**src/rtl/circle_pkg.sv**
```systemverilog
// circle_pkg
// Shared types and constants for the clear-and-draw-circle sequencer:
//   - state_e      : sequencer FSM states
//   - SCREEN_W_DEF / SCREEN_H_DEF : default screen geometry
//   - coord_x_t / coord_y_t / point_t : pixel coordinate and signed point types
//   - oct_lookup() : per-octant swap flag and x/y negation
package circle_pkg;

    localparam int SCREEN_W_DEF = 160;
    localparam int SCREEN_H_DEF = 120;

    typedef enum logic [2:0] {
        ST_IDLE  = 3'd0,
        ST_CLEAR = 3'd1,
        ST_INIT  = 3'd2,
        ST_OCT   = 3'd3,
        ST_STEP  = 3'd4,
        ST_DONE  = 3'd5
    } state_e;

    typedef logic [7:0]        coord_x_t;
    typedef logic [6:0]        coord_y_t;
    typedef logic signed [9:0] point_t;

    // swap: use (oy, ox) instead of (ox, oy); neg_x/neg_y: subtract from centre
    typedef struct packed {
        logic swap;
        logic neg_x;
        logic neg_y;
    } oct_entry_t;

    function automatic oct_entry_t oct_lookup(input logic [2:0] k);
        oct_entry_t e;
        case (k)
            3'd0:    e = '{swap: 1'b0, neg_x: 1'b0, neg_y: 1'b0};
            3'd1:    e = '{swap: 1'b1, neg_x: 1'b0, neg_y: 1'b0};
            3'd2:    e = '{swap: 1'b0, neg_x: 1'b1, neg_y: 1'b0};
            3'd3:    e = '{swap: 1'b1, neg_x: 1'b1, neg_y: 1'b0};
            3'd4:    e = '{swap: 1'b0, neg_x: 1'b1, neg_y: 1'b1};
            3'd5:    e = '{swap: 1'b1, neg_x: 1'b1, neg_y: 1'b1};
            3'd6:    e = '{swap: 1'b0, neg_x: 1'b0, neg_y: 1'b1};
            3'd7:    e = '{swap: 1'b1, neg_x: 1'b0, neg_y: 1'b1};
            default: e = '{swap: 1'b0, neg_x: 1'b0, neg_y: 1'b0};
        endcase
        return e;
    endfunction

endpackage

```
**src/rtl/screen_clear_counter.sv**
```systemverilog
// screen_clear_counter
// Raster scan counter for the clear phase: x is the inner index, y the outer.
// Ports:
//   clk, reset   : clock, synchronous active-high reset
//   clr_i        : synchronous return to (0,0)
//   en_i         : advance one pixel
//   x_o, y_o     : current pixel
//   last_o       : current pixel is the bottom-right corner
module screen_clear_counter
    import circle_pkg::*;
#(
    parameter int SCREEN_W = SCREEN_W_DEF,
    parameter int SCREEN_H = SCREEN_H_DEF
) (
    input  logic     clk,
    input  logic     reset,
    input  logic     clr_i,
    input  logic     en_i,
    output coord_x_t x_o,
    output coord_y_t y_o,
    output logic     last_o
);

    localparam coord_x_t X_MAX = coord_x_t'(SCREEN_W - 1);
    localparam coord_y_t Y_MAX = coord_y_t'(SCREEN_H - 1);

    coord_x_t x_q, x_d;
    coord_y_t y_q, y_d;

    // Next pixel: wrap x at the right edge and step y; wrap y at the bottom
    always_comb begin
        x_d = x_q;
        y_d = y_q;
        if (clr_i) begin
            x_d = 8'd0;
            y_d = 7'd0;
        end else if (en_i) begin
            if (x_q == X_MAX) begin
                x_d = 8'd0;
                if (y_q == Y_MAX) begin
                    y_d = 7'd0;
                end else begin
                    y_d = y_q + 7'd1;
                end
            end else begin
                x_d = x_q + 8'd1;
            end
        end else begin
            x_d = x_q;
        end
    end

    // Counter registers
    always_ff @(posedge clk) begin
        if (reset) begin
            x_q <= 8'd0;
            y_q <= 7'd0;
        end else begin
            x_q <= x_d;
            y_q <= y_d;
        end
    end

    assign x_o    = x_q;
    assign y_o    = y_q;
    assign last_o = (x_q == X_MAX) && (y_q == Y_MAX);

endmodule

```
**src/rtl/circle_sequencer.sv**
```systemverilog
// circle_sequencer
// Clears the screen, then draws one midpoint circle, emitting at most one
// pixel write per cycle to the VGA adapter.
// Ports:
//   clk, reset          : clock, synchronous active-high reset
//   start               : request, honoured only in IDLE or DONE
//   centre_x/centre_y   : circle centre, latched on accepted start
//   radius, colour_in   : circle radius and colour, latched on accepted start
//   x, y, colour, plot  : pixel write port (all valid when plot=1)
//   busy                : CLEAR through STEP
//   done                : DONE until the next accepted start
module circle_sequencer
    import circle_pkg::*;
#(
    parameter int         SCREEN_W     = SCREEN_W_DEF,
    parameter int         SCREEN_H     = SCREEN_H_DEF,
    parameter logic [2:0] CLEAR_COLOUR = 3'b000
) (
    input  logic       clk,
    input  logic       reset,
    input  logic       start,
    input  logic [7:0] centre_x,
    input  logic [6:0] centre_y,
    input  logic [6:0] radius,
    input  logic [2:0] colour_in,
    output logic [7:0] x,
    output logic [6:0] y,
    output logic [2:0] colour,
    output logic       plot,
    output logic       busy,
    output logic       done
);

    localparam point_t W_LIM = point_t'(SCREEN_W);
    localparam point_t H_LIM = point_t'(SCREEN_H);

    state_e              state_q, state_d;
    coord_x_t            cx_q, cx_d;
    coord_y_t            cy_q, cy_d;
    logic [6:0]          rad_q, rad_d;
    logic [2:0]          col_q, col_d;
    logic signed [8:0]   ox_q, ox_d;
    logic signed [8:0]   oy_q, oy_d;
    logic signed [9:0]   crit_q, crit_d;
    logic [2:0]          k_q, k_d;

    logic                start_ok_s;
    logic                clr_en_s;
    coord_x_t            clr_x_s;
    coord_y_t            clr_y_s;
    logic                clr_last_s;

    logic signed [8:0]   oy_new_s, ox_new_s;
    logic signed [9:0]   oy_w_s, ox_w_s;

    oct_entry_t          oct_s;
    logic signed [9:0]   dx_s, dy_s;
    point_t              px_s, py_s;
    logic                on_screen_s;

    assign clr_en_s = (state_q == ST_CLEAR);

    screen_clear_counter #(
        .SCREEN_W (SCREEN_W),
        .SCREEN_H (SCREEN_H)
    ) u_clear (
        .clk    (clk),
        .reset  (reset),
        .clr_i  (start_ok_s),
        .en_i   (clr_en_s),
        .x_o    (clr_x_s),
        .y_o    (clr_y_s),
        .last_o (clr_last_s)
    );

    // Next-state and datapath update for the sequencer
    always_comb begin
        state_d    = state_q;
        cx_d       = cx_q;
        cy_d       = cy_q;
        rad_d      = rad_q;
        col_d      = col_q;
        ox_d       = ox_q;
        oy_d       = oy_q;
        crit_d     = crit_q;
        k_d        = k_q;
        start_ok_s = 1'b0;
        oy_new_s   = oy_q + 9'sd1;
        ox_new_s   = ox_q;
        oy_w_s     = 10'sd0;
        ox_w_s     = 10'sd0;
        case (state_q)
            ST_IDLE, ST_DONE: begin
                if (start) begin
                    start_ok_s = 1'b1;
                    cx_d       = centre_x;
                    cy_d       = centre_y;
                    rad_d      = radius;
                    col_d      = colour_in;
                    state_d    = ST_CLEAR;
                end else begin
                    state_d = state_q;
                end
            end
            ST_CLEAR: begin
                if (clr_last_s) begin
                    state_d = ST_INIT;
                end else begin
                    state_d = ST_CLEAR;
                end
            end
            ST_INIT: begin
                ox_d    = $signed({2'b00, rad_q});
                oy_d    = 9'sd0;
                crit_d  = 10'sd1 - $signed({3'b000, rad_q});
                k_d     = 3'd0;
                state_d = ST_OCT;
            end
            ST_OCT: begin
                k_d = k_q + 3'd1;
                if (k_q == 3'd7) begin
                    state_d = ST_STEP;
                end else begin
                    state_d = ST_OCT;
                end
            end
            ST_STEP: begin
                // Decision update uses the already-stepped offsets
                if (crit_q <= 10'sd0) begin
                    ox_new_s = ox_q;
                    oy_w_s   = {oy_new_s[8], oy_new_s};
                    crit_d   = crit_q + (oy_w_s <<< 1'b1) + 10'sd1;
                end else begin
                    ox_new_s = ox_q - 9'sd1;
                    oy_w_s   = {oy_new_s[8], oy_new_s};
                    ox_w_s   = {ox_new_s[8], ox_new_s};
                    crit_d   = crit_q + ((oy_w_s - ox_w_s) <<< 1'b1) + 10'sd1;
                end
                ox_d = ox_new_s;
                oy_d = oy_new_s;
                k_d  = 3'd0;
                if (oy_new_s <= ox_new_s) begin
                    state_d = ST_OCT;
                end else begin
                    state_d = ST_DONE;
                end
            end
            default: begin
                state_d = ST_IDLE;
            end
        endcase
    end

    // State, latched request and circle registers
    always_ff @(posedge clk) begin
        if (reset) begin
            state_q <= ST_IDLE;
            cx_q    <= 8'd0;
            cy_q    <= 7'd0;
            rad_q   <= 7'd0;
            col_q   <= 3'd0;
            ox_q    <= 9'sd0;
            oy_q    <= 9'sd0;
            crit_q  <= 10'sd0;
            k_q     <= 3'd0;
        end else begin
            state_q <= state_d;
            cx_q    <= cx_d;
            cy_q    <= cy_d;
            rad_q   <= rad_d;
            col_q   <= col_d;
            ox_q    <= ox_d;
            oy_q    <= oy_d;
            crit_q  <= crit_d;
            k_q     <= k_d;
        end
    end

    // Octant point: centre plus the (possibly swapped, possibly negated) offsets
    always_comb begin
        oct_s = oct_lookup(k_q);
        if (oct_s.swap) begin
            dx_s = {oy_q[8], oy_q};
            dy_s = {ox_q[8], ox_q};
        end else begin
            dx_s = {ox_q[8], ox_q};
            dy_s = {oy_q[8], oy_q};
        end
        if (oct_s.neg_x) begin
            px_s = $signed({2'b00, cx_q}) - dx_s;
        end else begin
            px_s = $signed({2'b00, cx_q}) + dx_s;
        end
        if (oct_s.neg_y) begin
            py_s = $signed({3'b000, cy_q}) - dy_s;
        end else begin
            py_s = $signed({3'b000, cy_q}) + dy_s;
        end
        on_screen_s = (px_s >= 10'sd0) && (px_s < W_LIM) &&
                      (py_s >= 10'sd0) && (py_s < H_LIM);
    end

    // Moore output decode from the registered state and counters
    always_comb begin
        x      = 8'd0;
        y      = 7'd0;
        colour = 3'd0;
        plot   = 1'b0;
        busy   = 1'b0;
        done   = 1'b0;
        case (state_q)
            ST_CLEAR: begin
                x      = clr_x_s;
                y      = clr_y_s;
                colour = CLEAR_COLOUR;
                plot   = 1'b1;
                busy   = 1'b1;
            end
            ST_INIT: begin
                busy = 1'b1;
            end
            ST_OCT: begin
                x      = px_s[7:0];
                y      = py_s[6:0];
                colour = col_q;
                plot   = on_screen_s;
                busy   = 1'b1;
            end
            ST_STEP: begin
                busy = 1'b1;
            end
            ST_DONE: begin
                done = 1'b1;
            end
            default: begin
                busy = 1'b0;
            end
        endcase
    end

endmodule

```
**config.mk**
```make
export PLATFORM = sky130hd
export DESIGN_NAME = circle_sequencer
export DESIGN_NICKNAME = d
export VERILOG_FILES = /design/src/rtl/circle_pkg.sv /design/src/rtl/screen_clear_counter.sv /design/src/rtl/circle_sequencer.sv
export SDC_FILE = /design/constraint.sdc
export NUM_CORES = 1
export LEC_CHECK = 0
export ABC_AREA = 1
export CORE_ASPECT_RATIO = 1.75
export CORE_UTILIZATION = 35
export DETAILED_ROUTE_END_ITERATION = 10
export SLEW_MARGIN = 15
export SYNTH_ARGS = -nofsm -noshare
export SYNTH_HDL_FRONTEND = slang
export SYNTH_SLANG_ARGS = --single-unit
```
**constraint.sdc**
```tcl
create_clock -name clk -period 6.6 [get_ports clk]
set_input_delay 1.32 -clock clk [delete_from_list [all_inputs] [get_ports clk]]
set_output_delay 1.32 -clock clk [all_outputs]
set_load 0.05 [all_outputs]
```
# ---- Yosys cells after proc, flatten, opt, wreduce, memory -nomap -nowiden
# Memories as Yosys holds them, arrays and structs flattened. A register that Yosys moved wholly into a read port is not among the register bits.
# Cells that the tools add are included.
# Widths: inputs -> output; s select.
dict set report totals {
  rom_bits 24
  wordCells 83
  ff_bits 74
  inputBits 28
  mem_count 1
}
dict set report classes {
  n_mux 28
  addsub 15
  n_lt_le_gt_ge 6
  reduce_logical 13
  n_eq_ne 9
}
# memory words width read_ports rd_clocked_by_memory_dff wr line_no
set mem_list {}
lappend mem_list {{(no name shown)} 8 3 1 1 0 circle_pkg.sv:34} ;# case (k)
# cell n
set ops {}
lappend ops {{$mux 10} 5}
lappend ops {{$pmux 9 s2} 2}
lappend ops {{$add 10x10->10} 2}
lappend ops {{$add 10x2->10 const B} 2}
lappend ops {{$ge 10x1->1 const B} 2}
lappend ops {{$pmux 10 s2} 1}
lappend ops {{$mux 3} 6}
lappend ops {{$mux 9} 2}
lappend ops {{$pmux 8 s2} 1}
lappend ops {{$pmux 3 s5} 1}
lappend ops {{$pmux 7 s2} 1}
lappend ops {{$add 8x10->10} 1}
lappend ops {{$add 9x10->10} 1}
lappend ops {{$le 10x1->1 const B} 1}
lappend ops {{$lt 10x8->1 const B} 1}
lappend ops {{$lt 10x9->1 const B} 1}
lappend ops {{$sub 8x10->10} 1}
lappend ops {{$sub 9x10->10} 1}
lappend ops {{$add 9x2->9 const B} 1}
lappend ops {{$eq 3x3->1 const B} 3}
lappend ops {{$le 9x9->1} 1}
lappend ops {{$sub 9x2->9 const B} 1}
lappend ops {{$sub 9x9->9} 1}
lappend ops {{$add 8x1->8 const B} 1}
lappend ops {{other kinds (20)} 31}

# ---- Longest topological paths before layout
# Gate-level depths: netlist of run 1.
dict set report depth {
  depth_word 8
  mapped_depth 24
}

# ---- Hierarchy
# A second synthesis of run 1 with hierarchy kept.
dict set report hier_totals {
  cells_unflattened 1025
  area_unflattened_um2 6648.9
}
# mod n_inst cells_per_inst seq_area_each_um2 area_each_um2
set by_module_without_submodules {}
lappend by_module_without_submodules {circle_sequencer 1 913 1241.2 5871.9}
lappend by_module_without_submodules {screen_clear_counter 1 112 300.3 777.0}

# ---- Worst setup path before layout of run 1
# No wires, ideal clock.
dict set report synth_timing {
  path_type {flip-flop to output port}
  from {register, netlist name oct_s[2]}
  to {output x[7]}
  required_ns 5.280
  path_stages_with_launch 18
  path_buffers 2
  arrival_ns 3.098
  slack_ns 2.182
  cell_sequence {dfxtp_1 > buf_6 > buf_4 > nand2_1 > o21a_1 > inv_1 > ha_1 > nand3_2 > nor2_4 > a21oi_1 > xnor2_1 > ha_1 > a21oi_1 > a21boi_0 > nand2_1 > nand2_1 > nand2_1 > o22ai_1}
}
dict set report synth_between {
  elab_chain_cells 4
  word_cells_on_any_way 5
  cone_classes {add/sub (2); mux (3)}
}
# item line_no
set synth_rtl {}
lappend synth_rtl {{$mux 10 *} circle_sequencer.sv:182} ;# if (oct_s.swap) begin
lappend synth_rtl {{$add 9x10->10 / $sub 9x10->10 (equally long branches)} {circle_sequencer.sv:192, circle_sequencer.sv:190}}
lappend synth_rtl {{$mux 10 *} circle_sequencer.sv:189} ;# if (oct_s.neg_x) begin
lappend synth_rtl {{$pmux 8 s2 *} circle_sequencer.sv:211} ;# case (state_q)
lappend synth_rtl {{end, declared} circle_sequencer.sv:26} ;# output logic [7:0] x,
# Mark *: on every way between the ends. The rest lies on a longest branch, timed or not.

# ---- Worst setup path after layout of run 1
dict set report layout_timing {
  from {register, netlist name oct_s[2]}
  to {output plot}
}
dict set report layout_between {
  elab_chain_cells 8
  word_cells_on_any_way 16
  cone_classes {add/sub (4); order compare (4); mux (5); reduce/logical (3)}
}
# item line_no
set layout_rtl {}
lappend layout_rtl {{$mux 10} circle_sequencer.sv:182}
lappend layout_rtl {{$add 9x10->10 / $sub 9x10->10 (equally long branches)} {circle_sequencer.sv:192, circle_sequencer.sv:190}}
lappend layout_rtl {{$mux 10} circle_sequencer.sv:189}
lappend layout_rtl {{$ge 10x1->1 / $lt 10x9->1 (equally long branches)} circle_sequencer.sv:199} ;# on_screen_s = (px_s >= 10'sd0) && (px_s < W_LIM) &&
lappend layout_rtl {{$logic_and 1x1->1 (2 in a row)} circle_sequencer.sv:199}
lappend layout_rtl {{$logic_and 1x1->1 *} circle_sequencer.sv:200} ;# (py_s >= 10'sd0) && (py_s < H_LIM);
lappend layout_rtl {{$pmux 1 s2 *} circle_sequencer.sv:211}
lappend layout_rtl {{end, declared} circle_sequencer.sv:29} ;# output logic plot,
# Marks and branches as above.

==> flow_summary_export.csv, run 1 <==
group,metric,value,unit
routing,dr.first_iter.drc_count,339,
worst_setup_path,cp-startpoint,"oct_s[2]$_SDFF_PP0_",
clocking,cts_resized,0,
power,total_power,1.20,mW
worst_setup_path,r2r-end,"crit_q[9]$_SDFFE_PP0P_",
sta,max_freq,0.175,GHz
global_route,overflow,0,
worst_hold_path,holdPathStages,2,
clocking,cts_max_level,3,
synthesis,syn_nets,1124,
clocking,clk_pin_slew,70,ps
placed_design,hpwl,16.0,mm
routing,drc,0,
global_route,grt_max_degree,38,
synthesis,async_flop_share,0,%
final_layout,n_fill_cell,2002,
power,power_density,157,mW/mm2
power,p_leak,3.49,nW
worst_setup_path,worstSetupPathType,"reg2out",
worst_hold_path,hold_start,"col_q[0]$_SDFFE_PP0P_",
worst_setup_path,endpoint_kind,"primary output",
routing,firstDrtPassIters,5,
routing,via_count,6669,
clocking,numCtsBuffers,9,
worst_setup_path,ff2ff_setup_slack,2940,ps
global_route,antenna_found_initial,0,
routing,drt-vias-per-instance,5.07,
sta,tns,0,ps
sta,grt_setup_unrepaired,"no",
run_status,status,"complete, no violations",
synthesis,synth_seq_cells,77,
floorplan,rows,66,
synthesis,ys_seq_area_share,23.0,%
worst_setup_path,cp-start-kind,"flip-flop",
routing,wl,20.0,mm
routing,ant_nets,0,
clocking,cts_root_buf,"clkbuf_16",
sta,slew_violations,0,
worst_setup_path,ff2ff_path_depth,21,
job,maxCapViolCount,0,
global_route,grt_pass1_wl,32.7,mm
placed_design,dp_cells,1299,
worst_setup_path,rr_startpoint,"oy_q[0]$_SDFFE_PP0P_",
synthesis,avgSynthCellArea,6.48,um2
final_layout,syn_to_final_growth,14.4,%
sta,finalSetupViolCount,0,
final_layout,drive_gt1_share,7.52,%
synthesis,synth-main-ff-cell,"dfxtp_1",
sta,maxSlewHeadroom,47.3,%
worst_setup_path,worstPathRequired,5280,ps
clocking,cts_sinks,77,
synthesis,synth_edf_count,0,
final_layout,nNetsFinal,1162,
synthesis,yosysUniqueCellTypes,48,
global_route,grt_pass1_vias,6839,
worst_hold_path,hold_path.class,"reg2reg",
floorplan,start_util,35.9,%
clocking,cts_setup_buffers,0,
placed_design,io_buffers,48,
worst_setup_path,worstPathArrival,4410,ps
synthesis,synth_area,0.00671,mm2
sta,fin_skew,12.0,ps
clocking,cts_tree,"built",
final_layout,antenna_cells,0,
floorplan,core-area,0.0187,mm2
global_route,gr-usage-all-layers,21.3,%
clocking,hold_buffers,0,
placed_design,gp_congestion,0.873,
clocking,clkLatencyLatePin,350,ps
sta,hold_violations,0,
synthesis,synth_warnings,0,
sta,min_period,5730,ps
final_layout,final_cells,1315,
synthesis,syn_inst,1034,
floorplan,die_w,107,um
routing,wl_per_cell,15.2,um
power,ir_worst_vdd,0.000100,V
sta,worst_slew_pin_slew,784,ps
clocking,cts_buffer_depth,2,
floorplan,die_h,185,um
worst_hold_path,min_to,"col_q[0]$_SDFFE_PP0P_",
worst_setup_path,crit_fanout,25,
floorplan,ios,49,
sta,post-route-period-util,86.8,%
floorplan,die_area,0.0197,mm2
report_power, final:
| group | total [mW] | leakage (nW) | internal, mW | switching [mW] |
|---|---|---|---|---|
| Combinational | 0.205 | 2.72 | 0.0759 | 0.129 |
| Clock | 0.504 | 0.139 | 0.273 | 0.231 |
| Sequential | 0.492 | 0.626 | 0.481 | 0.0109 |
| Total | 1.20 | 3.49 | 0.830 | 0.371 |
synthesized netlist by cell type (all sizes together), types with 2 or more instances:
cell type / instances / area (um2)
a211oi: 4 / 30.0
a21o: 2 / 15.0
a21oi: 73 / 369
a22o: 2 / 17.5
a22oi: 2 / 15.0
a31oi: 6 / 37.5
buf: 12 / 91.3
clkbuf: 14 / 52.6
dfxtp: 77 / 1540
fa: 5 / 100
ha: 57 / 713
inv: 149 / 562
nand2: 257 / 1010
nand3: 55 / 290
nand3b: 3 / 22.5
nand4: 15 / 93.8
nor2: 103 / 439
nor3: 18 / 95.1
nor4: 2 / 12.5
o211ai: 7 / 52.6
o21a: 2 / 15.0
o21ai: 82 / 429
o21bai: 5 / 37.5
o22ai: 17 / 106
o31ai: 4 / 30.0
or2: 4 / 25.0
xnor2: 14 / 123
xor2: 37 / 324
critical path, stage by stage (launching register included):
cell             delay [ps]
dfxtp_1                 570
buf_4                   340
nand2_1                  90
o21a_1                  190
inv_1                    80
ha_1                    170
nand3_2                 100
nor2_4                  110
a21oi_1                  90
xnor2_1                 140
ha_1                    330
a21oi_1                 160
a21boi_0                240
nand2_1                  80
nand2_1                  80
nand2_1                  80
nand3_1                  90
nand4_1                  90
nor2_1                  100
nand2_1                  80
nand2_1                  60
clkdlybuf4s50_1         790
how the worst max path moves through the flow:
stage | to | slack, ps
2_1_floorplan | x[7] | 2180
3_3_place_gp | plot | 1330
3_5_place_dp | plot | 1260
4_1_cts | plot | 870
5_1_grt | plot | 450
6_report | plot | 870
through the flow:
step	utilization [%]	hold WS [ps]	setup WS, ps	area [um2]
after floorplan	-	430	2180	6710
after global placement	39.5	445	1330	7380
after detailed placement	39.5	447	1260	7380
after CTS	41.1	458	865	7670
after global routing	41.1	489	448	7670
final	41.1	457	873	7670
cell type report:
cell class / instances / area [um2] / share of cell area, %
multi-input combinational: 782 / 4460 / 58.1
sequential: 77 / 1540 / 20.1
inverter: 149 / 562 / 7.32
timing repair buffer: 53 / 518 / 6.75
tap: 238 / 298 / 3.88
clock buffer: 10 / 239 / 3.12
clock inverter: 6 / 55.1 / 0.718
layer usage:
metal  global-route usage (%)  vias up  part of all wire, %
li1                         -     3471                    -
met1                     20.0     3030                   37
met2                     43.6      114                   56
met3                     1.97       54                  1.9
met4                     11.7        0                  4.9
met5                        0        -                    0
layout by cell type (no fill, tap or decap), types with 6 or more instances in the layout:
| cell | Yosys | layout |
|---|---|---|
| a31oi_1 | 6 | 6 |
| ha_1 | 57 | 57 |
| nor2_2 | 9 | 9 |
| nand4_1 | 15 | 15 |
| o211ai_1 | 7 | 7 |
| dfxtp_1 | 77 | 77 |
| clkdlybuf4s50_1 | 0 | 48 |
| o21ai_0 | 60 | 60 |
| inv_1 | 137 | 137 |
| nor2_1 | 90 | 90 |
| o21ai_1 | 17 | 17 |
| nand2_1 | 237 | 237 |
| xor2_1 | 37 | 37 |
| inv_2 | 11 | 11 |
| a21oi_1 | 72 | 72 |
| nand2_2 | 20 | 20 |
| o22ai_1 | 17 | 17 |
| xnor2_1 | 14 | 14 |
| clkbuf_16 | 0 | 9 |
| nand3_1 | 52 | 52 |
| nor3_1 | 17 | 17 |
cells by family (layout without fill, tap and decap cells):
family | Yosys count | after routing | share of synthesized area, %
AND/OR/NAND/NOR | 459 | 459 | 30.0
AO/OA/AOI/OAI | 210 | 210 | 17.7
buffers and inverters | 175 | 218 | 10.5
flip-flops | 77 | 77 | 23.0
adder cells (fa/ha/maj) | 62 | 62 | 12.1
XOR/XNOR | 51 | 51 | 6.66
state kept, by name, summed over array words and instances, names as in the netlist:
signal       flops
oy_q             9
u_clear.x_o      8
k_q              3
rad_q            7
state_q          3
ox_q             9
cx_q             8
oct_s            3
cy_q             7
crit_q          10
u_clear.y_o      7
col_q            3
(Power assumes the default switching activity.)
==> run 2: changes to the inputs <==
--- a/config.mk
+++ b/config.mk
@@ -6,9 +6,12 @@
 export NUM_CORES = 1
 export LEC_CHECK = 0
 export ABC_AREA = 1
+export CELL_PAD_IN_SITES_DETAIL_PLACEMENT = 1
+export CELL_PAD_IN_SITES_GLOBAL_PLACEMENT = 2
 export CORE_ASPECT_RATIO = 1.75
 export CORE_UTILIZATION = 35
 export DETAILED_ROUTE_END_ITERATION = 10
+export PLACE_DENSITY_LB_ADDON = 0.1
 export SLEW_MARGIN = 15
 export SYNTH_ARGS = -nofsm -noshare
 export SYNTH_HDL_FRONTEND = slang
==> constraint.sdc (replaced) <==
create_clock -name clk -period 6.6 [get_ports clk]
set_input_delay 1.32 -clock clk [delete_from_list [all_inputs] [get_ports clk]]
set_output_delay 1.32 -clock clk [all_outputs]
set_load 0.02 [all_outputs]
==> flow_summary_export.csv, run 2 (synthesis gave the netlist of run 1 again) <==
group,metric,value,unit
run_status,status,"complete, no violations",
routing,ant_nets,0,
clocking,clkLatencyLatePin,350,ps
worst_setup_path,cp_common_cell,"nand2_1",
sta,min_period,5520,ps
final_layout,multi_input_area,0.00446,mm2
final_layout,antenna_cells,0,
floorplan,die_h,185,um
sta,tns,0,ps
final_layout,final_common_cell,"nand2_1",
worst_setup_path,ff2ff_path_depth,21,
worst_setup_path,endpoint_kind,"primary output",
sta,fin_skew,6.39,ps
clocking,cts_resized,0,
power,power_density,157,mW/mm2
clocking,cts_max_level,3,
routing,firstDrtPassIters,4,
sta,slew_violations,0,
worst_setup_path,slowest_delay,590,ps
worst_setup_path,cp-start-kind,"flip-flop",
floorplan,ios,49,
final_layout,final_cell_mix,"nand2_1, inv_1, nor2_1",
clocking,cts_sinks,77,
clocking,cts_tree,"built",
global_route,grt_pass1_wl,38.0,mm
sta,grt_setup_unrepaired,"no",
clocking,clk_pin_slew,70,ps
worst_hold_path,min_to,"col_q[2]$_SDFFE_PP0P_",
global_route,antenna_found_initial,0,
clocking,cts_buffer_depth,2,
floorplan,core-area,0.0187,mm2
routing,dr.first_iter.drc_count,171,
final_layout,top_regs,"crit_q: 10 flops, ox_q: 9 flops, oy_q: 9 flops",
sta,fin_ws,1080,ps
clocking,cts_setup_buffers,0,
final_layout,top_register,"crit_q",
sta,finalSetupViolCount,0,
floorplan,die_area,0.0197,mm2
worst_hold_path,holdPathStages,2,
floorplan,die_w,107,um
worst_setup_path,ff2ff_setup_slack,2750,ps
worst_setup_path,worstPathRequired,5280,ps
worst_setup_path,path_buf_inv,4,
clocking,cts_root_buf,"clkbuf_16",
sta,max_freq,0.181,GHz
placed_design,io_buffers,48,
worst_setup_path,rr_startpoint,"oy_q[0]$_SDFFE_PP0P_",
final_layout,final_util,41.0,%
placed_design,gp_congestion,0.838,
power,total_power,1.20,mW
global_route,gr-usage-all-layers,25.5,%
clocking,hold_buffers,0,
placed_design,pre_cts_slack,1490,ps
floorplan,start_util,35.9,%
worst_setup_path,worstPathCellList,"buf_4 > nand2_1 > o21a_1 > inv_1 > ha_1 > nand3_2 > nor2_4 > a21oi_1 > xnor2_1 > ha_1 > a21oi_1 > a21boi_0 > nand3b_1 > nand2_1 > inv_1 > nand2_1 > nand4_1 > nor2_1 > nand2_1 > nand2_1 > clkdlybuf4s50_1",
job,maxCapViolCount,0,
sta,hold_violations,0,
sta,worst_slew_pin_slew,1010,ps
final_layout,n_fill_cell,2523,
power,ir_worst_vdd,0.0000962,V
worst_hold_path,hold_path.class,"reg2reg",
worst_setup_path,worstPathArrival,4200,ps
worst_setup_path,crit_fanout,28,
final_layout,drive_gt1_share,7.35,%
worst_hold_path,hold_start,"col_q[2]$_SDFFE_PP0P_",
final_layout,seq_area,0.00154,mm2
final_layout,nNetsFinal,1160,
routing,wl,23.6,mm
routing,drc,0,
worst_setup_path,worstSetupPathType,"reg2out",
final_layout,syn_to_final_growth,14.1,%
sta,maxSlewHeadroom,32.7,%
worst_setup_path,cpMaxStageDelayCell,"clkdlybuf4s50_1",
global_route,grt_pass1_vias,7485,
power,p_leak,3.48,nW
clocking,numCtsBuffers,9,
placed_design,hpwl,19.6,mm
sta,post-route-period-util,83.6,%
global_route,grt_max_degree,38,
final_layout,largest_reg_flops,10,
worst_setup_path,crit_family,"buffers and inverters",
routing,via_count,6925,
worst_setup_path,r2r-end,"crit_q[9]$_SDFFE_PP0P_",
floorplan,rows,66,
global_route,overflow,0,
routing,wl_per_cell,18.0,um
routing,drt-vias-per-instance,5.27,
## run 2: cell types whose count changed in the layout (fill, tap and decap cells not counted), sizes merged
cell      delta
buf          -2
clkinvlp     -1
inv          +1
## run 2: how the worst max path moves through the flow
stage | startpoint | to | slack (ps) | depth (start not counted)
2_1_floorplan | oct_s[2]$_SDFF_PP0_ | plot | 2520 | 21
3_3_place_gp | oct_s[2]$_SDFF_PP0_ | plot | 1510 | 22
3_5_place_dp | oct_s[2]$_SDFF_PP0_ | plot | 1490 | 22
4_1_cts | oct_s[2]$_SDFF_PP0_ | plot | 1030 | 21
5_1_grt | oct_s[2]$_SDFF_PP0_ | plot | 770 | 21
6_report | oct_s[2]$_SDFF_PP0_ | plot | 1080 | 21
## run 2: report_power, final
group	total, mW	internal, mW	switching [mW]
Clock	0.497	0.271	0.225
Combinational	0.211	0.0758	0.135
Sequential	0.492	0.481	0.0112
Total	1.20	0.828	0.371
## run 2: per-layer routing
metal,wire length [um],GRT usage (%),up-vias
met5,0,0,-
met4,1080,12.7,0
met3,314,2.43,50
met2,14000,54.5,73
met1,8260,22.5,3338
li1,-,-,3464
## run 2: tightest hold or removal path, stage by stage, from the launching register on
cell     delay (ps)
dfxtp_1         300
inv_1            60
a21oi_1          50
## run 2: cell type report
class	count	share of cell area [%]
multi-input cells	782	58.3
flip-flops and latches	77	20.1
inverters	149	7.34
repair buffers	51	6.57
well taps	238	3.89
clock buffers	10	3.12
clock inverters	6	0.670
## run 2: stage by stage
step                std cells  hold WS [ps]  instance area [um2]
CTS                      1313           464                 7650
global placement         1297           446                 7360
finish                   1313           458                 7650
detailed placement       1297           453                 7360
global route             1313           493                 7650
floorplan                1034           430                 6710
